===== config.mk =====
export PLATFORM = sky130hd
export DESIGN_NAME = inst_encoder
export DESIGN_NICKNAME = d
export VERILOG_FILES = /design/src/rtl/inst_encoder.sv
export SDC_FILE = /design/constraint.sdc
export NUM_CORES = 1
export LEC_CHECK = 0
export ABC_AREA = 1
export CAP_MARGIN = 10
export CORE_MARGIN = 5
export CORE_UTILIZATION = 50
export CTS_CLUSTER_SIZE = 40
export DETAILED_ROUTE_END_ITERATION = 16
export GPL_ROUTABILITY_DRIVEN = 0
export HOLD_SLACK_MARGIN = 0.12
export PLACE_DENSITY_LB_ADDON = 0.05
export SLEW_MARGIN = 20
export SYNTH_ARGS = -nofsm -noshare
export SYNTH_HDL_FRONTEND = slang
export SYNTH_SLANG_ARGS = --single-unit

===== constraint.sdc =====
create_clock -name clk -period 5.3 [get_ports clk]
set_clock_uncertainty 0.1 [all_clocks]
set_input_delay 0.53 -clock clk [delete_from_list [all_inputs] [get_ports clk]]
set_output_delay 0.53 -clock clk [all_outputs]
set_load 0.01 [all_outputs]

===== src/rtl/inst_encoder.sv =====
// RV32I instruction encoder with a one-entry output register and an address counter.
// Optional immediate range checking is compiled in with INST_ENCODER_RANGE_CHECK_EN.
module inst_encoder (
    input  logic        clk,
    input  logic        reset,
    input  logic        in_valid,
    output logic        in_ready,
    input  logic [2:0]  op,
    input  logic [4:0]  rd,
    input  logic [4:0]  rs1,
    input  logic [4:0]  rs2,
    input  logic [31:0] imm,
    input  logic        base_load,
    input  logic [31:0] base_addr,
    output logic        out_valid,
    input  logic        out_ready,
    output logic [31:0] out_inst,
    output logic [31:0] out_addr,
    output logic        err
);
    typedef enum logic {EMPTY = 1'b0, FULL = 1'b1} state_t;

    localparam logic [2:0] OP_ADD  = 3'd0;
    localparam logic [2:0] OP_ADDI = 3'd1;
    localparam logic [2:0] OP_LW   = 3'd2;
    localparam logic [2:0] OP_SW   = 3'd3;
    localparam logic [2:0] OP_BEQ  = 3'd4;
    localparam logic [2:0] OP_BNE  = 3'd5;
    localparam logic [2:0] OP_BLT  = 3'd6;
    localparam logic [2:0] OP_JAL  = 3'd7;

    state_t      state_q, state_d;
    logic [31:0] inst_q, inst_d;
    logic [31:0] addr_q, addr_d;
    logic [31:0] cnt_q, cnt_d;
    logic [31:0] enc_word;
    logic [31:0] word_addr;
    logic        accept;
    logic        illegal;
    logic        load;
    logic        unused_ok;

    // imm upper bits are only consumed by the range checker; low address bits never matter
    assign unused_ok = ^{imm[31:21], base_addr[1:0]};

    always_comb begin
        enc_word = 32'h0;
        case (op)
            OP_ADD:  enc_word = {7'b0, rs2, rs1, 3'b000, rd, 7'b0110011};
            OP_ADDI: enc_word = {imm[11:0], rs1, 3'b000, rd, 7'b0010011};
            OP_LW:   enc_word = {imm[11:0], rs1, 3'b010, rd, 7'b0000011};
            OP_SW:   enc_word = {imm[11:5], rs2, rs1, 3'b010, imm[4:0], 7'b0100011};
            OP_BEQ:  enc_word = {imm[12], imm[10:5], rs2, rs1, 3'b000, imm[4:1], imm[11], 7'b1100011};
            OP_BNE:  enc_word = {imm[12], imm[10:5], rs2, rs1, 3'b001, imm[4:1], imm[11], 7'b1100011};
            OP_BLT:  enc_word = {imm[12], imm[10:5], rs2, rs1, 3'b100, imm[4:1], imm[11], 7'b1100011};
            OP_JAL:  enc_word = {imm[20], imm[10:1], imm[11], imm[19:12], rd, 7'b1101111};
            default: enc_word = 32'h0;
        endcase
    end

`ifdef INST_ENCODER_RANGE_CHECK_EN
    logic err_q;

    always_comb begin
        illegal = 1'b0;
        case (op)
            OP_ADDI, OP_LW, OP_SW:
                illegal = ($signed(imm) < -2048) || ($signed(imm) > 2047);
            OP_BEQ, OP_BNE, OP_BLT:
                illegal = imm[0] || ($signed(imm) < -4096) || ($signed(imm) > 4094);
            OP_JAL:
                illegal = imm[0] || ($signed(imm) < -1048576) || ($signed(imm) > 1048574);
            default: illegal = 1'b0;
        endcase
    end

    always_ff @(posedge clk or posedge reset) begin
        if (reset) begin
            err_q <= 1'b0;
        end else begin
            err_q <= accept && illegal;
        end
    end

    assign err = err_q;
`else
    assign illegal = 1'b0;
    assign err     = 1'b0;
`endif

    assign in_ready = (state_q == EMPTY) || out_ready;
    assign accept   = in_valid && in_ready;
    assign load     = accept && !illegal;
    // base_load wins over the running count, for both the word address and the counter
    assign word_addr = base_load ? {base_addr[31:2], 2'b00} : cnt_q;

    always_comb begin
        state_d = state_q;
        inst_d  = inst_q;
        addr_d  = addr_q;
        cnt_d   = word_addr;
        if (load) begin
            inst_d  = enc_word;
            addr_d  = word_addr;
            cnt_d   = word_addr + 32'd4;
            state_d = FULL;
        end else if ((state_q == FULL) && out_ready) begin
            state_d = EMPTY;
        end
    end

    always_ff @(posedge clk or posedge reset) begin
        if (reset) begin
            state_q <= EMPTY;
            inst_q  <= 32'h0;
            addr_q  <= 32'h0;
            cnt_q   <= 32'h0;
        end else begin
            state_q <= state_d;
            inst_q  <= inst_d;
            addr_q  <= addr_d;
            cnt_q   <= cnt_d;
        end
    end

    assign out_valid = (state_q == FULL);
    assign out_inst  = inst_q;
    assign out_addr  = addr_q;
endmodule


Word level (Yosys, flattened, before mapping). Cells that the tools add are included.

$add $sub $neg: 1. Mux-type cells: 5. Reductions and logical operators: 5. Equality and inequality tests: 7. Bitwise logic cells: 1.

Operator list (number): $pmux 32 s8 (1); $mux 32 (2); $add 32x3->32 const B (1); $eq 3x3->1 const B (4); $eq 3x2->1 const B (2); $eq 3x1->1 const B (1); $logic_not 3->1 (1); $logic_and 1x1->1 (2); $mux 1 (2); $reduce_bool 2->1 (1); $logic_or 1x1->1 (1); $not 1->1 (1).

Input port bits: 87. Flip-flop bits (word level): 97. Output and inout port bits: 67. Logic and storage cells: 23.

Logic depth before layout (Yosys ltp). Gate-level depths: netlist of run 1.

Word-level depth: 4. Gate-level depth with buffers: 12. Depth with buffers taken out: 12.

Worst setup path after synthesis of run 1. Ideal clock, no wire load.

Path kind: in2reg. Start: in base_load. End: reg cnt_q[26]. Slack: 3432 ps. Path buffers: 1. Arrival: 1651 ps. Data required time: 5083 ps. Library setup time: 117 ps. Stages: 12. Path through: buf_4 nand2_1 o21ai_1 inv_1 ha_1 inv_1 nor2_2 nand3_2 nor2_2 nand2_1 nand2_1 nand2_1.

Word-level cells in the longest chain between the ends: 3.

RTL lines: start, declared (line 13) `input logic base_load,`; $mux 32 (line 95) `assign word_addr = base_load ? {base_addr[31:2], 2'b00} : cnt_q;`; via word_addr[2] (line 37) `logic [31:0] word_addr;`; $add 32x3->32 (line 105) `cnt_d = word_addr + 32'd4;`; $mux 32 (line 102) `if (load) begin`; via cnt_d[26] (line 35) `logic [31:0] cnt_q, cnt_d;`; end signal, assigned (line 122) `cnt_q <= cnt_d;`; end, declared (line 35).

The timed path passes the listed nets, and every way through them passes these cells. A chain may end at the register's enable or synchronous reset.

Worst setup path after layout of run 1.
Start: in base_load. End: reg cnt_q[20].

Same word-level chain as after synthesis.

==> results of run 1 <==
==> state kept, by name, summed over array words and instances, names as in the netlist <==
| signal | flops |
|---|---|
| out_inst | 30 |
| cnt_q | 32 |
| out_addr | 32 |
| out_valid | 1 |
==> kinds of logic after synthesis <==
kind of cell               share of synthesized area, %
and+or+nand+nor                                    31.8
DFF                                                49.9
buffers and inverters                              7.17
AOI/OAI and AO/OA                                  9.07
xor gates and xnor gates                           1.66
adders and majority gates                         0.263
other                                            0.0788
==> worst reg2reg max path, stage by stage (launching register included) <==
cell	delay, ns
dfrtp_1	0.39
nand2_1	0.12
nand2_2	0.07
clkinv_1	0.33
buf_4	0.37
nand2_1	0.14
nor2_1	0.14
nand2_1	0.06
nor2_1	0.14
nand2_1	0.07
nand2_1	0.06
nand2_1	0.04
==> path summary, 6_finish.rpt <==
path                                    startpoint                        to  slack, ns  cells past startpoint
setup / recovery                         base_load       cnt_q[20]$_DFF_PP0_       2.51                     11
hold / removal             out_addr[9]$_DFFE_PP0P_   out_addr[9]$_DFFE_PP0P_       0.39                      2
setup reg to reg             out_valid$_DFFE_PP0P_       cnt_q[29]$_DFF_PP0_       3.18                     11
hold reg to reg            out_addr[9]$_DFFE_PP0P_   out_addr[9]$_DFFE_PP0P_       0.39                      2
max in group asynchronous                    reset  out_inst[18]$_DFFE_PP0P_       3.45                      3
min in group asynchronous                    reset        cnt_q[0]$_DFF_PP0_       0.50                      2
==> per-layer routing <==
| metal | wire length (µm) | up-vias | track usage (%) |
|---|---|---|---|
| li1 | - | 2235 | - |
| met1 | 5550 | 2110 | 29.5 |
| met2 | 6220 | 161 | 38.8 |
| met3 | 785 | 31 | 4.44 |
| met4 | 329 | 0 | 8.93 |
| met5 | 0 | - | 0 |
==> Yosys cell counts, types with 3 or more instances <==
master | instances | area [µm²]
a21oi_1 | 17 | 85.1
a22o_1 | 7 | 61.3
a31oi_1 | 7 | 43.8
buf_1 | 3 | 11.3
buf_2 | 6 | 30.0
buf_4 | 6 | 45.0
clkbuf_1 | 9 | 33.8
dfrtp_1 | 95 | 2380
inv_1 | 51 | 191
nand2_1 | 228 | 856
nand2_2 | 3 | 18.8
nand3_1 | 45 | 225
nand4_1 | 6 | 37.5
nor2_1 | 63 | 236
nor2_2 | 5 | 31.3
nor2_4 | 4 | 45.0
o21ai_0 | 36 | 180
o21ai_1 | 4 | 20.0
o22ai_1 | 3 | 18.8
xor2_1 | 8 | 70.1
==> power breakdown <==
part / internal, mW / total (mW) / switching [mW]
Clock: 0.272 / 0.544 / 0.272
Combinational: 0.236 / 0.479 / 0.242
Sequential: 0.817 / 0.860 / 0.0430
==> area by class of cell <==
type / count / area, µm²
multi-input combinational: 451 / 2040
fill: 796 / 2860
clock inverter: 7 / 100
clock buffer: 9 / 124
sequential: 95 / 2380
tap: 129 / 161
inverter: 53 / 200
timing repair buffer: 143 / 1420
==> through the flow <==
stage / cell area, µm² / setup WS [ns]
3_3_place_gp: 6200 / 2.20
4_1_cts: 6430 / 2.53
6_report: 6430 / 2.51
2_1_floorplan: 4760 / 2.19
3_5_place_dp: 6200 / 2.16
5_1_grt: 6430 / 2.17
==> placed cells by master (no fill, tap or decap), drive strengths merged, types with 2 or more instances in the layout <==
cell type,n
bufinv,2
o21ai,40
nor2,72
o22ai,3
a31oi,7
nand2,231
a21oi,17
nand3,47
clkbuf,9
buf,4
inv,55
a22o,7
clkinv,3
nand4,6
xor2,8
dfrtp,95
and2,2
nand3b,2
clkdlybuf4s50,139
o211ai,2
or2,2
==> flow_summary.yaml, run 1 <==
synthesis:
  synth_ff_type: "dfrtp_1"
  ys_seq_elements: 95
  yosys_warnings: 0
  yosysSeqAreaShare_pct: 49.9
  syn_area_mm2: 0.00476
  synthArstFlopShare_pct: 100
  syn_area_per_cell_um2: 7.62
  synth_cell_types: 33
  synth_nets: 713
  netlist_instances: 625
  synth_edf_count: 0
clocking:
  cts_buffer_depth: 2
  cts_made_buffers: 9
  cts.sinks: 95
  clk_pin_slew_worst_paths_ns: 0.10
  clock_latency_ns: 0.36
  cts_max_level: 3
  cts_setup_buffers: 0
  cts_resized: 0
  tritoncts: "built"
  cts_hold_buffers: 0
  root_buffer: "clkbuf_8"
worst_setup_path:
  startpoint_type: "primary input"
  path_class: "in2reg"
  cp.buffers_inverters: 3
  worstPathRequired_ns: 5.46
  crit_chain: "clkdlybuf4s50_1 -> buf_4 -> inv_2 -> nand2_1 -> nand2_1 -> ha_1 -> nand2_1 -> nor2_2 -> nand3_1 -> o21ai_0 -> nand2_1"
  crit_fanout: 40
  end_kind: "flop"
  cp_top_family: "buffers and inverters"
  path_common_cell: "nand2_1"
  cp_slowest_cell: "inv_2"
  cp_slowest_stage_delay_ns: 0.44
  cp.arrival_ns: 2.95
sta:
  period_needed_ns: 2.79
  finalHoldViolCount: 0
  fin_crit_sh_pct: 52.7
  setup_viol: 0
  rsz0062_at_grt: "no"
  timing.hold.ws_ns: 0.386
  setup_tns_ns: 0
  clock.fmax_mhz: 358
  max_slew_margin_pct: 45.3
  slew_violations: 0
  tightest_slew_ns: 0.820
job:
  max_cap_violations: 0
global_route:
  grt_pass1_wl_um: 21300
  grt_use_total_pct: 23.1
  antenna_found_initial: 0
  grt_max_degree: 89
  grt_overflow: 0
  grt_pass1_vias: 4441
die:
  ioPinCount: 154
  die_y_um: 108
  core_mm2: 0.00928
  die_w_um: 108
  initial_core_util_pct: 51.3
  dieArea_mm2: 0.0116
  fp-row-count: 35
routing:
  drt_wl_total_um: 12900
  drt_pass1_iterations: 5
  wl_per_cell_um: 14.5
  vias_per_cell: 5.11
  via_count: 4537
  drc: 0
  first_iter_violations: 214
  ant_nets: 0
placed_design:
  port_buffers: 139
  dp_hpwl_um: 9450
  dp_cells: 871
final_layout:
  drive_gt1_share_pct: 5.15
  fin_cells: 887
  utilization_pct: 69.2
  final_nets: 841
  syn_to_final_growth_pct: 35.0
  num_antenna_cells: 0
pwr:
  finalPower_mw: 1.88
  power_density_mw_per_mm2: 293
  p_leak_nw: 2.97
  worst_ir_drop_vdd_uv: 134
worst_hold_path:
  hold_class: "reg2reg"
run_status:
  status: "complete, no violations"
Note: power is estimated with default switching activity, not from simulation.
==> run 2: changes to the inputs <==
--- a/config.mk
+++ b/config.mk
@@ -8,7 +8,7 @@
 export ABC_AREA = 1
 export CAP_MARGIN = 10
 export CORE_MARGIN = 5
-export CORE_UTILIZATION = 50
+export CORE_UTILIZATION = 47
 export CTS_CLUSTER_SIZE = 40
 export DETAILED_ROUTE_END_ITERATION = 16
 export GPL_ROUTABILITY_DRIVEN = 0
==> constraint.sdc (replaced) <==
create_clock -name clk -period 2.6 [get_ports clk]
set_clock_uncertainty 0.1 [all_clocks]
set_input_delay 0.26 -clock clk [delete_from_list [all_inputs] [get_ports clk]]
set_output_delay 0.26 -clock clk [all_outputs]
set_load 0.01 [all_outputs]
==> flow_summary.yaml, run 2 (same netlist as run 1, synthesis figures left out) <==
run_status:
  status: "complete, no violations"
sta:
  slew_violations: 0
  fin_crit_sh_pct: 79.7
  tightest_slew_ns: 0.510
  setup_tns_ns: 0
  max_slew_margin_pct: 66.0
  finalHoldViolCount: 0
  period_needed_ns: 2.07
  worst_slack_ns: 0.528
  clock.fmax_mhz: 483
  rsz0062_at_grt: "no"
  setup_viol: 0
job:
  max_cap_violations: 0
global_route:
  grt_overflow: 0
  grt_pass1_vias: 4452
  met2_usage_pct: 35.8
  antenna_found_initial: 0
  grt_pass1_wl_um: 22600
  grt_most_used_layer: "met2"
  use_met1_pct: 30.1
  grtUsageMet3_pct: 4.16
  grt_use_total_pct: 22.3
  grt_max_degree: 96
pwr:
  power_density_mw_per_mm2: 573
  power.internal_mw: 2.62
  p_leak_nw: 3.01
  swShare_pct: 30.0
  p_clk_share_pct: 26.3
  switchingPower_mw: 1.12
  p_seq_share_pct: 46.8
  worst_ir_drop_vdd_uv: 247
  combPwrFrac_pct: 26.9
placed_design:
  dpl_cell_area_mm2: 0.00634
  port_buffers: 139
  pre_cts_ws_ns: 0.178
  dp_hpwl_um: 10100
worst_setup_path:
  cp_slowest_stage_delay_ns: 0.56
  startpoint_type: "primary input"
  end_kind: "flop"
  worstPathRequired_ns: 2.76
  cp.arrival_ns: 2.23
  path_class: "in2reg"
  crit_fanout: 14
  crit_chain: "clkdlybuf4s50_1 -> inv_2 -> buf_12 -> nand2_1 -> nand2_1 -> nand2_1 -> nor2_2 -> nand2_1 -> nor2_1 -> nand2_1 -> nand2_1 -> nand2_1"
  cp_slowest_cell: "clkdlybuf4s50_1"
  path_common_cell: "nand2_1"
routing:
  first_iter_violations: 272
  drt_wl_total_um: 13200
  wl_per_cell_um: 14.6
  ant_nets: 0
  vias_per_cell: 5.04
  drc: 0
  via_count: 4545
  drt_pass1_iterations: 4
die:
  core_mm2: 0.00982
  initial_core_util_pct: 48.5
  dieArea_mm2: 0.0122
  fp-row-count: 36
  die_w_um: 111
  die_y_um: 111
  ioPinCount: 154
clocking:
  cts_setup_buffers: 0
  clk_pin_slew_worst_paths_ns: 0.10
  cts_resized: 0
  cts_hold_buffers: 0
  clock_latency_ns: 0.36
  tritoncts: "built"
  cts_buffer_depth: 2
  cts_made_buffers: 9
  root_buffer: "clkbuf_8"
  cts.sinks: 95
  cts_max_level: 3
final_layout:
  stdcell_area_mm2: 0.00653
  utilization_pct: 66.5
  num_antenna_cells: 0
  final_nets: 851
  final_cell_mix: "227 x nand2_1, 139 x clkdlybuf4s50_1, 95 x dfrtp_1"
  fill_cells: 890
  syn_to_final_growth_pct: 37.2
  layout_commonest_cell: "nand2_1"
  drive_gt1_share_pct: 6.25
worst_hold_path:
  hold_class: "in2async"
## run 2: cell count changes in the layout (fill, tap and decap cells not counted), sizes merged
| cell | change |
|---|---|
| buf | +10 |
| clkinvlp | +3 |
| inv | -2 |
| bufinv | -1 |
| clkbuf | +1 |
| clkinv | -1 |
## run 2: power groups by stage
stage                     clock network [mW]  registers (mW)  logic [mW]
after detailed placement                   0            1.78        1.01
after CTS                               1.01            1.75        1.02
after floorplan                            0            1.85       0.392
final                                  0.986            1.75        1.01
after global routing                    1.07            1.77        1.11
after global placement                     0            1.77        1.00
## run 2: final timing paths
kind	startpoint	cells past startpoint	end	slack, ns
min in group clk	rd[4]	3	out_inst[11]$_DFFE_PP0P_	0.35
worst max register to register	out_valid$_DFFE_PP0P_	7	out_inst[28]$_DFFE_PP0P_	0.66
worst min register to register	out_addr[25]$_DFFE_PP0P_	2	out_addr[25]$_DFFE_PP0P_	0.38
worst min-delay path	reset	3	cnt_q[1]$_DFF_PP0_	0.28
worst max-delay path	base_load	12	cnt_q[28]$_DFF_PP0_	0.53
max in group asynchronous	reset	3	cnt_q[13]$_DFF_PP0_	1.72
## run 2: final cells by class
class	count	area (µm²)	share of cell area (%)
Timing Repair Buffer	153	1550	23.7
Multi-Input combinational cell	451	2040	31.3
Clock inverter	6	67.6	1.03
Clock buffer	10	128	1.95
Tap cell	133	166	2.55
Sequential cell	95	2380	36.4
Inverter	53	203	3.10
## run 2: critical path: cells and delay by family
family / cells / cell delay, ns
buffers and inverters: 3 / 0.95
and+or+nand+nor: 9 / 1.02
## run 2: layer usage
metal  vias up  part of all wire (%)
li1       2256                     -
met1      2112                    46
met2       152                    46
met3        25                   5.4
met4         0                   3.0
met5         -                     0
## run 2: stage by stage
step	cells	hold slack [ns]	total power, mW
global placement	885	0.363	2.77
CTS	901	0.308	3.79
finish	901	0.283	3.75
floorplan	625	0.293	2.24
detailed placement	885	0.365	2.80
global route	901	0.342	3.96
